===== config.mk =====
export PLATFORM = sky130hd
export DESIGN_NAME = fifo_burst_reader
export DESIGN_NICKNAME = d
export VERILOG_FILES = /design/src/rtl/fifo_burst_reader.sv
export SDC_FILE = /design/constraint.sdc
export NUM_CORES = 1
export LEC_CHECK = 0
export ABC_AREA = 0
export BUFFER_PORTS_ARGS = -buffer_cell sky130_fd_sc_hd__buf_2
export CAP_MARGIN = 20
export CORE_UTILIZATION = 53
export CTS_CLUSTER_SIZE = 20
export DETAILED_ROUTE_END_ITERATION = 6
export GPL_TIMING_DRIVEN = 0
export PLACE_DENSITY = 0.81
export SLEW_MARGIN = 20
export SYNTH_ARGS = -nofsm -noshare
export SYNTH_HDL_FRONTEND = slang
export SYNTH_SLANG_ARGS = --single-unit

===== constraint.sdc =====
create_clock -name i_clk -period 2.01 [get_ports i_clk]
set_input_delay 0.201 -clock i_clk [delete_from_list [all_inputs] [get_ports i_clk]]
set_output_delay 0.201 -clock i_clk [all_outputs]
set_load 0.1 [all_outputs]

===== src/rtl/fifo_burst_reader.sv =====
// Drains a FWFT FIFO into framed BURST_LEN-beat packets; idle timeout flushes leftovers as 1-beat packets.
// Latency 1 (pop -> o_valid); FIFO read request drops while an output beat is held by i_ready=0.
module fifo_burst_reader #(
    parameter int DATA_WIDTH = 8,
    parameter int BURST_LEN  = 4,
    parameter int TMO_WIDTH  = 8
) (
    input  logic                  i_clk,
    input  logic                  i_rst_n,
    input  logic                  i_fifo_valid,
    input  logic [DATA_WIDTH-1:0] i_fifo_data,
    input  logic                  i_fifo_almostempty,
    output logic                  o_fifo_ready,
    input  logic [TMO_WIDTH-1:0]  i_timeout,
    output logic                  o_valid,
    output logic [DATA_WIDTH-1:0] o_data,
    output logic                  o_last,
    input  logic                  i_ready,
    output logic                  o_busy,
    output logic                  o_flush
);
    localparam int CW = (BURST_LEN > 1) ? $clog2(BURST_LEN) : 1;
    localparam logic [CW-1:0] LAST_BEAT = CW'(BURST_LEN - 1);

    typedef enum logic [1:0] {S_IDLE, S_BURST, S_FLUSH} state_t;

    state_t               state_q, state_d;
    logic [CW-1:0]        beat_q, beat_d;
    logic [TMO_WIDTH-1:0] tmo_q, tmo_d;
    logic                 ae_q;
    logic                 out_free;
    logic                 pop;
    logic                 burst_rdy;
    logic                 tmo_run;
    logic                 tmo_hit;
    logic                 load_last;
    logic                 load_flush;

    assign out_free  = ~o_valid | i_ready;
    assign pop       = o_fifo_ready & i_fifo_valid;
    assign burst_rdy = i_fifo_valid & ~i_fifo_almostempty;
    // A change in the almostempty level restarts the idle count.
    assign tmo_run   = i_fifo_valid & (i_timeout != '0) & (i_fifo_almostempty == ae_q);
    assign tmo_hit   = tmo_run & (tmo_q == (i_timeout - TMO_WIDTH'(1)));

    always_ff @(posedge i_clk or negedge i_rst_n) begin
        if (!i_rst_n) begin
            state_q <= S_IDLE;
            beat_q  <= '0;
            tmo_q   <= '0;
            ae_q    <= 1'b1;
        end else begin
            state_q <= state_d;
            beat_q  <= beat_d;
            tmo_q   <= tmo_d;
            ae_q    <= i_fifo_almostempty;
        end
    end

    always_comb begin
        state_d = state_q;
        beat_d  = beat_q;
        tmo_d   = '0;
        case (state_q)
            S_IDLE: begin
                if (burst_rdy) begin
                    state_d = S_BURST;
                end else if (tmo_run) begin
                    if (tmo_hit) state_d = S_FLUSH;
                    else         tmo_d   = tmo_q + TMO_WIDTH'(1);
                end
            end
            S_BURST: begin
                if (pop) begin
                    if (beat_q == LAST_BEAT) begin
                        beat_d  = '0;
                        state_d = S_IDLE;
                    end else begin
                        beat_d = beat_q + CW'(1);
                    end
                end
            end
            S_FLUSH: begin
                if (~i_fifo_valid | ~i_fifo_almostempty) state_d = S_IDLE;
            end
            default: state_d = S_IDLE;
        endcase
    end

    // In FLUSH a full burst's worth of data must not be popped as single beats.
    always_comb begin
        o_busy       = (state_q != S_IDLE);
        o_fifo_ready = 1'b0;
        load_last    = 1'b0;
        load_flush   = 1'b0;
        case (state_q)
            S_BURST: begin
                o_fifo_ready = out_free;
                load_last    = (beat_q == LAST_BEAT);
            end
            S_FLUSH: begin
                o_fifo_ready = out_free & i_fifo_almostempty;
                load_last    = 1'b1;
                load_flush   = 1'b1;
            end
            default: begin
                o_fifo_ready = 1'b0;
            end
        endcase
    end

    always_ff @(posedge i_clk or negedge i_rst_n) begin
        if (!i_rst_n) begin
            o_valid <= 1'b0;
            o_data  <= '0;
            o_last  <= 1'b0;
            o_flush <= 1'b0;
        end else if (pop) begin
            o_valid <= 1'b1;
            o_data  <= i_fifo_data;
            o_last  <= load_last;
            o_flush <= load_flush;
        end else if (i_ready) begin
            o_valid <= 1'b0;
        end
    end
endmodule


==> qor.json, run 1 <==
{
  "final.min_clock_period": {"value": 1.920, "unit": "ns"},
  "synthCells": {"value": 139},
  "grt_first_pass_wirelength": {"value": 4.533, "unit": "mm"},
  "timing.final.crit_share": {"value": 95.54, "unit": "%"},
  "worst-path-max-fanout": {"value": 4},
  "drt_drc_violations_left": {"value": 0},
  "drt-pass1-iter-count": {"value": 4},
  "post_synth_most_frequent_cells": {"value": "23 x sky130_fd_sc_hd__dfrtp_1, 12 x sky130_fd_sc_hd__nor2_1, 10 x sky130_fd_sc_hd__mux2_2, 9 x sky130_fd_sc_hd__inv_1"},
  "final-setup-viol-count": {"value": 0},
  "synthesized_area_fraction_occupied_by_xor_and_xnor_cells": {"value": 8.574, "unit": "%"},
  "met1_length": {"value": 1.141, "unit": "mm"},
  "post_synth_main_area_contributors": {"value": "sky130_fd_sc_hd__dfrtp_1 40%, sky130_fd_sc_hd__mux2_2 7.9%, sky130_fd_sc_hd__ha_1 6.1%"},
  "synth_enable_flop_cells": {"value": 0},
  "worst_setup_path_start_kind": {"value": "register"},
  "design.final.nets": {"value": 207},
  "cp_data_arrival_time": {"value": 2.14, "unit": "ns"},
  "gr-total-overflow": {"value": 0},
  "antenna_cells_inserted": {"value": 0},
  "synth_sequential_area_ratio": {"value": 42.08, "unit": "%"},
  "cpMaxStageDelayCell": {"value": "sky130_fd_sc_hd__dfrtp_1"},
  "compound_gate_fraction_of_synth_area": {"value": 9.449, "unit": "%"},
  "area_leader_netlist": {"value": "sky130_fd_sc_hd__dfrtp_1"},
  "total_nets_after_synthesis": {"value": 167},
  "die_width": {"value": 53.95, "unit": "um"},
  "cp-end-kind": {"value": "register"},
  "number_of_placement_rows": {"value": 18},
  "ir_worst_vdd": {"value": 2056, "unit": "uV"},
  "placedInstanceArea": {"value": 1642, "unit": "sq um"},
  "fillerInstances": {"value": 177},
  "clock_insertion_delay_worst_skew": {"value": 0.31, "unit": "ns"},
  "cts-root-buf": {"value": "sky130_fd_sc_hd__clkbuf_4"},
  "layout.cell_area.non_filler": {"value": 1740, "unit": "sq um"},
  "syn2layout_area_growth": {"value": 21.70, "unit": "%"},
  "dr_wl_met3": {"value": 70, "unit": "um"},
  "detailroute.wirelength.met2": {"value": 1.598, "unit": "mm"},
  "final.setup.worst_slack": {"value": 0.08968, "unit": "ns"},
  "timing.fmax": {"value": 520.7, "unit": "MHz"},
  "post_synth_simple_gate_area": {"value": 22.22, "unit": "%"},
  "final-hold-violation-count": {"value": 0},
  "synth_cell_types": {"value": 45},
  "proportion_of_synthesized_area_in_mux_cells": {"value": 8.574, "unit": "%"},
  "dr_vias": {"value": 1175},
  "layout.core_utilization": {"value": 69.00, "unit": "%"},
  "multi_input_area": {"value": 833.3, "unit": "sq um"},
  "synthAdderAreaFrac": {"value": 6.124, "unit": "%"},
  "port-buffer-count": {"value": 33},
  "cell_area_after_synthesis": {"value": 1430, "unit": "sq um"},
  "boundaryPins": {"value": 34},
  "dominant_combinational_cell_family_by_area_after_synthesis": {"value": "simple AND/OR/NAND/NOR gates"},
  "cts_max_path_buffers": {"value": 2},
  "synthesized_area_divided_by_synthesized_cell_count": {"value": 10.29, "unit": "sq um"},
  "worst-slew-pin-transition": {"value": 0.5206, "unit": "ns"},
  "wl_per_cell": {"value": 13.57, "unit": "um"},
  "drive_above_1_share": {"value": 38.76, "unit": "%"},
  "placeableCoreArea": {"value": 2522, "unit": "sq um"},
  "dp_worst_setup_slack": {"value": -0.1588, "unit": "ns"},
  "overall_routing_resource_usage": {"value": 22.04, "unit": "%"},
  "report.final.slew_viol_count": {"value": 0},
  "cap_violations": {"value": 0},
  "start_util": {"value": 56.70, "unit": "%"},
  "timing.critical_path.required": {"value": 2.23, "unit": "ns"},
  "worst-setup-path-type": {"value": "reg -> reg"},
  "die-area": {"value": 2910, "unit": "sq um"},
  "cts_max_level": {"value": 1},
  "run_status": {"value": "completed"},
  "yosys.cell_count.top_type": {"value": "sky130_fd_sc_hd__dfrtp_1"},
  "pwr_density_cell": {"value": 1367, "unit": "nW/um^2"},
  "place_congestion": {"value": 0.7874},
  "path_clk_slew": {"value": 0.13, "unit": "ns"},
  "place.detailed.hpwl": {"value": 2.263, "unit": "mm"},
  "tritoncts": {"value": "done"},
  "hold_class": {"value": "in -> reg"},
  "synth.ff_latch_count": {"value": 24},
  "synth_top_area_share": {"value": 40.24, "unit": "%"},
  "yosys_warnings": {"value": 0},
  "grt_max_degree": {"value": 25},
  "die_h": {"value": 53.95, "unit": "um"},
  "synth-main-ff-cell": {"value": "sky130_fd_sc_hd__dfrtp_1"},
  "cts_sinks": {"value": 24},
  "final.setup_skew": {"value": 0.01059, "unit": "ns"},
  "postSynth.asyncResetShare": {"value": 100.0, "unit": "%"},
  "slew_headroom": {"value": 65.29, "unit": "%"},
  "number_of_antenna_violations_at_the_first_check_in_global_routing": {"value": 0},
  "final-seq-area": {"value": 604.3, "unit": "sq um"},
  "power_leakage": {"value": 0.8346, "unit": "nW"},
  "ant_nets": {"value": 0},
  "clock_buffers_created_by_tritoncts": {"value": 3},
  "drt_iter0_markers": {"value": 6},
  "via_per_inst": {"value": 5.649},
  "wirelength": {"value": 2.823, "unit": "mm"},
  "critPathMaxStageDelay": {"value": 0.42, "unit": "ns"},
  "crit_chain": {"value": "inv_1 > ha_2 > a21oi_2 > nand4b_1 > o21a_1 > a31oi_2 > mux2i_1 > a21oi_1"},
  "topRoutingLayerUsed": {"value": "met4"},
  "via_count_of_the_first_global_routing_pass": {"value": 1076}
}
==> per-layer routing <==
metal	track usage [%]	vias to the layer above
li1	-	567
met1	25.04	594
met2	40.12	12
met3	5.932	2
met4	5.702	0
met5	0	-
==> critical path, delay by kind of cell, from the launching register on <==
kind	cells	cell delay, ns
AO/OA/AOI/OAI	4	0.56
adder cells (fa/ha/maj)	1	0.24
buffers and inverters	1	0.11
flip-flops	1	0.42
multiplexers	1	0.24
AND/OR/NAND/NOR	1	0.23
==> where the power goes <==
part / total (W) / switching (W) / internal (W)
Sequential: 0.000679 / 0.0000661 / 0.000613
Clock: 0.000250 / 0.000140 / 0.000111
Combinational: 0.00145 / 0.00114 / 0.000314
Total: 0.00238 / 0.00134 / 0.00104
==> cell usage in the layout, fill, tap and decap left out, types with 6 or more instances in the layout <==
cell type | synthesis | routed
sky130_fd_sc_hd__nand3_1 | 8 | 6
sky130_fd_sc_hd__inv_1 | 9 | 9
sky130_fd_sc_hd__mux2_2 | 10 | 10
sky130_fd_sc_hd__buf_2 | 0 | 32
sky130_fd_sc_hd__nor2_1 | 12 | 11
sky130_fd_sc_hd__dfrtp_1 | 23 | 21
sky130_fd_sc_hd__nand2_1 | 6 | 6
sky130_fd_sc_hd__xor2_1 | 8 | 8
sky130_fd_sc_hd__xnor2_1 | 6 | 6
==> kinds of logic (layout without fill, tap and decap cells) <==
kind of cell / count (synthesis) / after routing
xor+xnor: 14 / 14
simple gates: 52 / 52
flops: 24 / 24
buf+inv: 11 / 50
fa+ha+maj: 7 / 7
compound gates: 20 / 20
mux: 11 / 11
==> state kept, by name, summed over array words and instances (netlist names) <==
| name | cells |
|---|---|
| beat_q | 2 |
| tmo_q | 8 |
| state_q | 2 |
| o_valid | 1 |
| o_last | 1 |
| o_data | 8 |
| o_flush | 1 |
| ae_q | 1 |
==> through the flow <==
step | std cells | hold WS (ns) | TNS, ns | power, W
floorplan | 139 | -0.09459 | 0 | 0.001879
global placement | 202 | 0.1962 | -0.4583 | 0.002077
detailed placement | 202 | 0.2097 | -1.130 | 0.002116
CTS | 208 | 0.02508 | 0 | 0.002373
global route | 208 | 0.02420 | -0.004694 | 0.002487
finish | 208 | 0.04019 | 0 | 0.002380
==> cell type report <==
class                      count  area share, %
buffer                         2         0.5751
clock buffer                   4          2.085
inverter                       9          1.941
multi-input combinational    104          47.88
sequential                    24          34.72
tap                           30          2.157
timing repair buffer          35          10.64
==> final timing paths <==
path                                    to  slack, ns  depth (start not counted)          startpoint
min in group asynchronous        o_data[0]       0.37                          2             i_rst_n
worst min register to register      o_last       0.49                          2              o_last
worst min-delay path                  ae_q       0.04                          1  i_fifo_almostempty
max in group asynchronous         tmo_q[5]       1.25                          2             i_rst_n
worst max register to register  state_q[1]       0.09                          8          state_q[0]
worst max-delay path            state_q[1]       0.09                          8          state_q[0]
==> repair_timing <==
item,in CTS,in global routing
gates cloned,0,0
setup endpoints to repair,9,18
gates resized for setup,1,10
pin swaps,0,1
hold endpoints to repair,23,0
hold buffers,1,0
buffers inserted,1,0
(Power assumes the default switching activity.)
==> run 2, diff against run 1 <==
--- a/config.mk
+++ b/config.mk
@@ -7,8 +7,11 @@
 export LEC_CHECK = 0
 export ABC_AREA = 0
 export BUFFER_PORTS_ARGS = -buffer_cell sky130_fd_sc_hd__buf_2
-export CAP_MARGIN = 20
-export CORE_UTILIZATION = 53
+export CAP_MARGIN = 40
+export CELL_PAD_IN_SITES_DETAIL_PLACEMENT = 0
+export CELL_PAD_IN_SITES_GLOBAL_PLACEMENT = 2
+export CORE_MARGIN = 2
+export CORE_UTILIZATION = 33
 export CTS_CLUSTER_SIZE = 20
 export DETAILED_ROUTE_END_ITERATION = 6
 export GPL_TIMING_DRIVEN = 0
==> run 2 against run 1 <==
Combinational power barely moved; final cell count grew 11%; worst hold slack better by 0.069 ns; critical path depth is the same; maximum frequency increased by 0.75%; clock-buffer cell count did not move; setup slack better by 0.014 ns; highest routed layer unchanged.
==> qor.json, run 2 (synthesis gave the netlist of run 1 again) <==
{
  "slew_headroom": {"value": 64.08, "unit": "%"},
  "start_util": {"value": 35.00, "unit": "%"},
  "die_width": {"value": 69.83, "unit": "um"},
  "placeableCoreArea": {"value": 4086, "unit": "sq um"},
  "timing.fmax": {"value": 524.7, "unit": "MHz"},
  "path_clk_slew": {"value": 0.08, "unit": "ns"},
  "placedInstanceArea": {"value": 1667, "unit": "sq um"},
  "port-buffer-count": {"value": 33},
  "finalSetupTns": {"value": 0, "unit": "ns"},
  "place.detailed.hpwl": {"value": 2.409, "unit": "mm"},
  "via_per_inst": {"value": 4.970},
  "ir_worst_vdd": {"value": 872.4, "unit": "uV"},
  "worst-slew-pin-transition": {"value": 0.5389, "unit": "ns"},
  "timing.final.crit_share": {"value": 94.83, "unit": "%"},
  "final-hold-violation-count": {"value": 0},
  "report.final.slew_viol_count": {"value": 0},
  "gr-total-overflow": {"value": 0},
  "design.final.nets": {"value": 209},
  "pwr_density_cell": {"value": 1374, "unit": "nW/um^2"},
  "worst_setup_path_start_kind": {"value": "register"},
  "wl_per_cell": {"value": 13.59, "unit": "um"},
  "ant_nets": {"value": 0},
  "cp-end-kind": {"value": "register"},
  "boundaryPins": {"value": 34},
  "final.min_clock_period": {"value": 1.906, "unit": "ns"},
  "number_of_placement_rows": {"value": 23},
  "drt_iter0_markers": {"value": 16},
  "number_of_antenna_violations_at_the_first_check_in_global_routing": {"value": 0},
  "cts_sinks": {"value": 24},
  "layout.cell_area.non_filler": {"value": 1813, "unit": "sq um"},
  "run_status": {"value": "completed"},
  "final_total_pwr": {"value": 0.002491, "unit": "W"},
  "antenna_cells_inserted": {"value": 0},
  "most_frequent_standard_cell_in_the_layout_excluding_fill_and_tap_cells": {"value": "sky130_fd_sc_hd__buf_2"},
  "rsz0062_at_grt": {"value": "false"},
  "drt-pass1-iter-count": {"value": 4},
  "final-setup-viol-count": {"value": 0},
  "final.setup_skew": {"value": 0.002886, "unit": "ns"},
  "hold_class": {"value": "in -> reg"},
  "cts-root-buf": {"value": "sky130_fd_sc_hd__clkbuf_8"},
  "via_count_of_the_first_global_routing_pass": {"value": 1200},
  "cap_violations": {"value": 0},
  "largest_registers": {"value": "o_data (8), tmo_q (8)"},
  "die-area": {"value": 4876, "unit": "sq um"},
  "grt_max_degree": {"value": 25},
  "tritoncts": {"value": "done"},
  "dr_vias": {"value": 1143},
  "cp_data_arrival_time": {"value": 2.07, "unit": "ns"},
  "cts_max_path_buffers": {"value": 2},
  "final-seq-area": {"value": 603.1, "unit": "sq um"},
  "fillerInstances": {"value": 412},
  "overall_routing_resource_usage": {"value": 13.37, "unit": "%"},
  "cts_max_level": {"value": 1},
  "die_h": {"value": 69.83, "unit": "um"},
  "place_congestion": {"value": 0.7046},
  "timing.critical_path.required": {"value": 2.17, "unit": "ns"},
  "wirelength": {"value": 3.125, "unit": "mm"},
  "clock_buffers_created_by_tritoncts": {"value": 3},
  "power_leakage": {"value": 0.8561, "unit": "nW"},
  "worst-path-max-fanout": {"value": 4},
  "worst-setup-path-type": {"value": "reg -> reg"},
  "clock_insertion_delay_worst_skew": {"value": 0.26, "unit": "ns"},
  "multi_input_area": {"value": 848.3, "unit": "sq um"},
  "drive_above_1_share": {"value": 38.89, "unit": "%"},
  "syn2layout_area_growth": {"value": 26.77, "unit": "%"},
  "drt_drc_violations_left": {"value": 0},
  "grt_first_pass_wirelength": {"value": 5.444, "unit": "mm"},
  "final_cell_mix": {"value": "32 x sky130_fd_sc_hd__buf_2, 22 x sky130_fd_sc_hd__dfrtp_1, 11 x sky130_fd_sc_hd__nor2_1"}
}
## run 2: repair_timing
| item | 4_1_cts | 5_1_grt |
|---|---|---|
| gates resized for setup | 2 | 10 |
| pin swaps | 0 | 2 |
| hold buffers | 1 | 0 |
| setup endpoints to repair | 9 | 18 |
| endpoints found under the hold margin | 23 | 0 |
| gates cloned | 0 | 0 |
| buffers inserted | 1 | 2 |
## run 2: layout make-up
| cell class | count | share of cell area [%] |
|---|---|---|
| repair buffers | 37 | 11.04 |
| well taps | 50 | 3.451 |
| flip-flops and latches | 24 | 33.26 |
| multi-input cells | 104 | 46.79 |
| plain buffers | 2 | 0.5521 |
| clock buffers | 4 | 3.037 |
| inverters | 9 | 1.863 |
## run 2: final timing paths
kind | cells after the start | slack, ns | from | endpoint
worst min-delay path | 1 | 0.11 | i_fifo_almostempty | ae_q
worst max register to register | 8 | 0.10 | state_q[0] | state_q[0]
worst min register to register | 2 | 0.50 | o_last | o_last
max in group asynchronous | 2 | 1.18 | i_rst_n | o_valid
min in group asynchronous | 2 | 0.44 | i_rst_n | o_last
worst max-delay path | 8 | 0.10 | state_q[0] | state_q[0]
## run 2: where the power goes
| group | internal [W] | leakage (nW) | switching [W] |
|---|---|---|---|
| clock | 0.000175 | 0.0288 | 0.000151 |
| sequential | 0.000614 | 0.308 | 0.0000749 |
| combinational | 0.000327 | 0.519 | 0.00115 |
## run 2: metal layers
metal / track usage [%] / wire, um / vias up
li1: - / - / 568
met1: 16.20 / 1391 / 559
met2: 24.13 / 1640 / 14
met3: 3.198 / 81 / 2
met4: 2.564 / 12 / 0
met5: 0 / 0 / -
## run 2: metrics by stage
stage	util [%]	instances	hold slack, ns	worst slack (ns)
after floorplan	-	139	-0.09459	0.004719
after global placement	40.78	222	0.2030	-0.1348
after detailed placement	40.78	222	0.2173	-0.1909
after CTS	42.74	228	0.08959	0.001518
after global routing	44.37	230	0.1036	0.009068
final	44.37	230	0.1089	0.1040
## run 2: critical path: stages (launching register included)
cell and delay [ns]:
sky130_fd_sc_hd__dfrtp_1 0.44, sky130_fd_sc_hd__inv_2 0.12, sky130_fd_sc_hd__ha_4 0.17, sky130_fd_sc_hd__a21oi_2 0.08
sky130_fd_sc_hd__nand4b_1 0.24, sky130_fd_sc_hd__o21a_1 0.25, sky130_fd_sc_hd__a31oi_2 0.19, sky130_fd_sc_hd__o21ai_0 0.10
sky130_fd_sc_hd__a31o_1 0.19
==> run 3, diff against run 2 <==
--- a/config.mk
+++ b/config.mk
@@ -5,17 +5,17 @@
 export SDC_FILE = /design/constraint.sdc
 export NUM_CORES = 1
 export LEC_CHECK = 0
-export ABC_AREA = 0
+export ABC_AREA = 1
 export BUFFER_PORTS_ARGS = -buffer_cell sky130_fd_sc_hd__buf_2
 export CAP_MARGIN = 40
 export CELL_PAD_IN_SITES_DETAIL_PLACEMENT = 0
 export CELL_PAD_IN_SITES_GLOBAL_PLACEMENT = 2
 export CORE_MARGIN = 2
-export CORE_UTILIZATION = 33
+export CORE_UTILIZATION = 29
 export CTS_CLUSTER_SIZE = 20
 export DETAILED_ROUTE_END_ITERATION = 6
 export GPL_TIMING_DRIVEN = 0
-export PLACE_DENSITY = 0.81
+export PLACE_DENSITY = 0.82
 export SLEW_MARGIN = 20
 export SYNTH_ARGS = -nofsm -noshare
 export SYNTH_HDL_FRONTEND = slang
==> run 3 against run 2 <==
Wire length rose by 0.58%; maximum frequency increased by 4.3%; clock power rose by 29%; total power grew 3.4%; die area increased by 19%; clock skew rose by 0.0022 ns; setup slack gained 0.079 ns; via count is 14% higher; critical path type is now reg -> out; highest routed layer unchanged.
==> qor.json, run 3 <==
{
  "synth_sequential_area_ratio": {"value": 39.69, "unit": "%"},
  "r2r_slack": {"value": 0.30, "unit": "ns"},
  "final_cell_count_no_fill": {"value": 317},
  "grt_max_degree": {"value": 25},
  "place_congestion": {"value": 0.7252},
  "synthCells": {"value": 209},
  "timing.final.crit_share": {"value": 90.88, "unit": "%"},
  "grt_first_pass_wirelength": {"value": 5.844, "unit": "mm"},
  "synth.ff_latch_count": {"value": 24},
  "overall_routing_resource_usage": {"value": 11.91, "unit": "%"},
  "dp_worst_setup_slack": {"value": 0.2529, "unit": "ns"},
  "cts_sinks": {"value": 24},
  "cp_data_arrival_time": {"value": 1.63, "unit": "ns"},
  "final-setup-viol-count": {"value": 0},
  "via_count_of_the_first_global_routing_pass": {"value": 1380},
  "final_total_pwr": {"value": 0.002576, "unit": "W"},
  "report.final.slew_viol_count": {"value": 0},
  "synthesized_area_divided_by_synthesized_cell_count": {"value": 7.256, "unit": "sq um"},
  "post_synth_most_frequent_cells": {"value": "76 x sky130_fd_sc_hd__nand2_1, 29 x sky130_fd_sc_hd__inv_1, 25 x sky130_fd_sc_hd__nor2_1, 23 x sky130_fd_sc_hd__dfrtp_1, 13 x sky130_fd_sc_hd__nand3_1"},
  "run_status": {"value": "completed"},
  "yosys_warnings": {"value": 0},
  "cts_max_level": {"value": 1},
  "wl_per_cell": {"value": 9.915, "unit": "um"},
  "worst-path-max-fanout": {"value": 3},
  "synth_enable_flop_cells": {"value": 0},
  "final.min_clock_period": {"value": 1.827, "unit": "ns"},
  "syn2layout_area_growth": {"value": 22.36, "unit": "%"},
  "drive_above_1_share": {"value": 23.89, "unit": "%"},
  "boundaryPins": {"value": 34},
  "power_leakage": {"value": 1.000, "unit": "nW"},
  "worst-setup-path-type": {"value": "reg -> out"},
  "number_of_antenna_violations_at_the_first_check_in_global_routing": {"value": 0},
  "die_width": {"value": 76.31, "unit": "um"},
  "layout.core_utilization": {"value": 36.56, "unit": "%"},
  "hold_class": {"value": "in -> reg"},
  "place_inst": {"value": 312},
  "clock_insertion_delay_worst_skew": {"value": 0.26, "unit": "ns"},
  "area_leader_netlist": {"value": "sky130_fd_sc_hd__dfrtp_1"},
  "antenna_cells_inserted": {"value": 0},
  "cap_violations": {"value": 0},
  "cts_post_setup_buffers_inserted": {"value": 0},
  "port-buffer-count": {"value": 33},
  "tritoncts": {"value": "done"},
  "dr_vias": {"value": 1307},
  "synth_cell_types": {"value": 25},
  "drt_drc_violations_left": {"value": 0},
  "startpoint_of_the_worst_register_to_register_path": {"value": "state_q[1]"},
  "total_nets_after_synthesis": {"value": 237},
  "start_util": {"value": 29.88, "unit": "%"},
  "final.setup_skew": {"value": 0.005059, "unit": "ns"},
  "final-hold-violation-count": {"value": 0},
  "timing.critical_path.required": {"value": 1.81, "unit": "ns"},
  "worst-slew-pin-transition": {"value": 0.5522, "unit": "ns"},
  "cts_max_path_buffers": {"value": 2},
  "cp-end-kind": {"value": "output pin"},
  "final_cell_mix": {"value": "76 x sky130_fd_sc_hd__nand2_1, 32 x sky130_fd_sc_hd__buf_2, 29 x sky130_fd_sc_hd__inv_1"},
  "placeableCoreArea": {"value": 5075, "unit": "sq um"},
  "cts-root-buf": {"value": "sky130_fd_sc_hd__clkbuf_8"},
  "timing.fmax": {"value": 547.4, "unit": "MHz"},
  "fillerInstances": {"value": 585},
  "gr-total-overflow": {"value": 0},
  "clock_buffers_created_by_tritoncts": {"value": 3},
  "postSynth.asyncResetShare": {"value": 100.0, "unit": "%"},
  "die-area": {"value": 5823, "unit": "sq um"},
  "slew_headroom": {"value": 63.19, "unit": "%"},
  "synth-main-ff-cell": {"value": "sky130_fd_sc_hd__dfrtp_1"},
  "place.detailed.hpwl": {"value": 2.507, "unit": "mm"},
  "rsz0062_at_grt": {"value": "false"},
  "die_h": {"value": 76.31, "unit": "um"},
  "worst_setup_path_start_kind": {"value": "register"},
  "timing.critical_path.to": {"value": "o_fifo_ready"},
  "finalSetupTns": {"value": 0, "unit": "ns"},
  "synth_top_area_share": {"value": 37.95, "unit": "%"},
  "worstReg2RegEnd": {"value": "o_data[7]"},
  "crit_start": {"value": "state_q[1]"},
  "drt_iter0_markers": {"value": 44},
  "largest_registers": {"value": "o_data (8), tmo_q (8)"},
  "yosys.cell_count.top_type": {"value": "sky130_fd_sc_hd__nand2_1"},
  "wirelength": {"value": 3.143, "unit": "mm"},
  "worst_r2r_path_depth": {"value": 10},
  "most_frequent_standard_cell_in_the_layout_excluding_fill_and_tap_cells": {"value": "sky130_fd_sc_hd__nand2_1"},
  "number_of_placement_rows": {"value": 26},
  "design.final.nets": {"value": 276},
  "cell_area_after_synthesis": {"value": 1516, "unit": "sq um"},
  "path_clk_slew": {"value": 0.09, "unit": "ns"},
  "via_per_inst": {"value": 4.123},
  "post_synth_main_area_contributors": {"value": "sky130_fd_sc_hd__dfrtp_1 38%, sky130_fd_sc_hd__nand2_1 19%, sky130_fd_sc_hd__inv_1 7.2%"},
  "drt-pass1-iter-count": {"value": 4},
  "pwr_density_cell": {"value": 1388, "unit": "nW/um^2"},
  "final.setup.worst_slack": {"value": 0.1833, "unit": "ns"},
  "ant_nets": {"value": 0},
  "ir_worst_vdd": {"value": 1006, "unit": "uV"}
}
-- run 3: cell types whose count changed after synthesis, moves of 3 or more --
cell	delta
sky130_fd_sc_hd__nand3_1	+5
sky130_fd_sc_hd__inv_2	+3
sky130_fd_sc_hd__nand2_2	+6
sky130_fd_sc_hd__mux2_2	-10
sky130_fd_sc_hd__inv_1	+20
sky130_fd_sc_hd__xor2_1	-4
sky130_fd_sc_hd__o21ai_0	-4
sky130_fd_sc_hd__nor2_1	+13
sky130_fd_sc_hd__nand2_1	+70
-- run 3: through the flow --
step,hold slack (ns),cell area [sq um]
after CTS,0.05702,1853
after floorplan,-0.09459,1519
after detailed placement,0.2262,1772
final,0.06369,1856
after global placement,0.2243,1772
after global routing,0.05754,1856
-- run 3: layout make-up --
class                      count  area [sq um]  area share, %
buffer                         2         22.52          1.214
clock buffer                   3         41.29          2.225
clock inverter                 1         30.03          1.618
inverter                      33         126.4          6.811
multi-input combinational    150         768.2          41.40
sequential                    24         601.8          32.43
tap                           70         87.58          4.720
timing repair buffer          34         177.7          9.575
-- run 3: logic make-up after synthesis --
kind of cell | synth area share [%]
adder cells (fa/ha/maj) | 5.775
flip-flops | 39.69
AO/OA/AOI/OAI | 2.805
multiplexers | 0.9898
buffers and inverters | 9.818
XOR/XNOR | 4.620
AND/OR/NAND/NOR | 36.30
-- run 3: worst min path at each step --
stage | from | endpoint | slack (ns) | cells past startpoint
2_1_floorplan | i_rst_n | beat_q[0] | -0.09 | 0
3_3_place_gp | i_rst_n | state_q[0] | 0.22 | 1
3_5_place_dp | i_rst_n | state_q[0] | 0.23 | 1
4_1_cts | i_fifo_almostempty | ae_q | 0.06 | 1
5_1_grt | i_fifo_almostempty | ae_q | 0.06 | 1
6_report | i_fifo_almostempty | ae_q | 0.06 | 1
-- run 3: routing by layer --
layer  global-route usage (%)  share of wire (%)
met1                    15.61                 48
met2                    20.88                 47
met3                    1.185                4.3
met4                    3.273               0.60
met5                        0                  0
-- run 3: what timing repair did --
action	CTS	global route
gates resized for setup	0	1
hold buffers	1	0
endpoints found under the hold margin	23	0
setup endpoints to repair	0	1
-- run 3: power by group --
group,internal [W],switching (W),total [W],leakage [nW]
registers,0.000619,0.0000746,0.000693,0.312
clock network,0.000266,0.000152,0.000418,0.0357
logic,0.000284,0.00118,0.00146,0.653
total,0.00117,0.00141,0.00258,1.00
-- run 3: worst max-delay path, cell delays in order (launching register included) --
cell and delay [ns]:
sky130_fd_sc_hd__dfrtp_1 0.41, sky130_fd_sc_hd__inv_1 0.08, sky130_fd_sc_hd__ha_1 0.23, sky130_fd_sc_hd__o21bai_2 0.15, sky130_fd_sc_hd__nand2_2 0.09, sky130_fd_sc_hd__nor2_2 0.08
sky130_fd_sc_hd__clkbuf_4 0.33
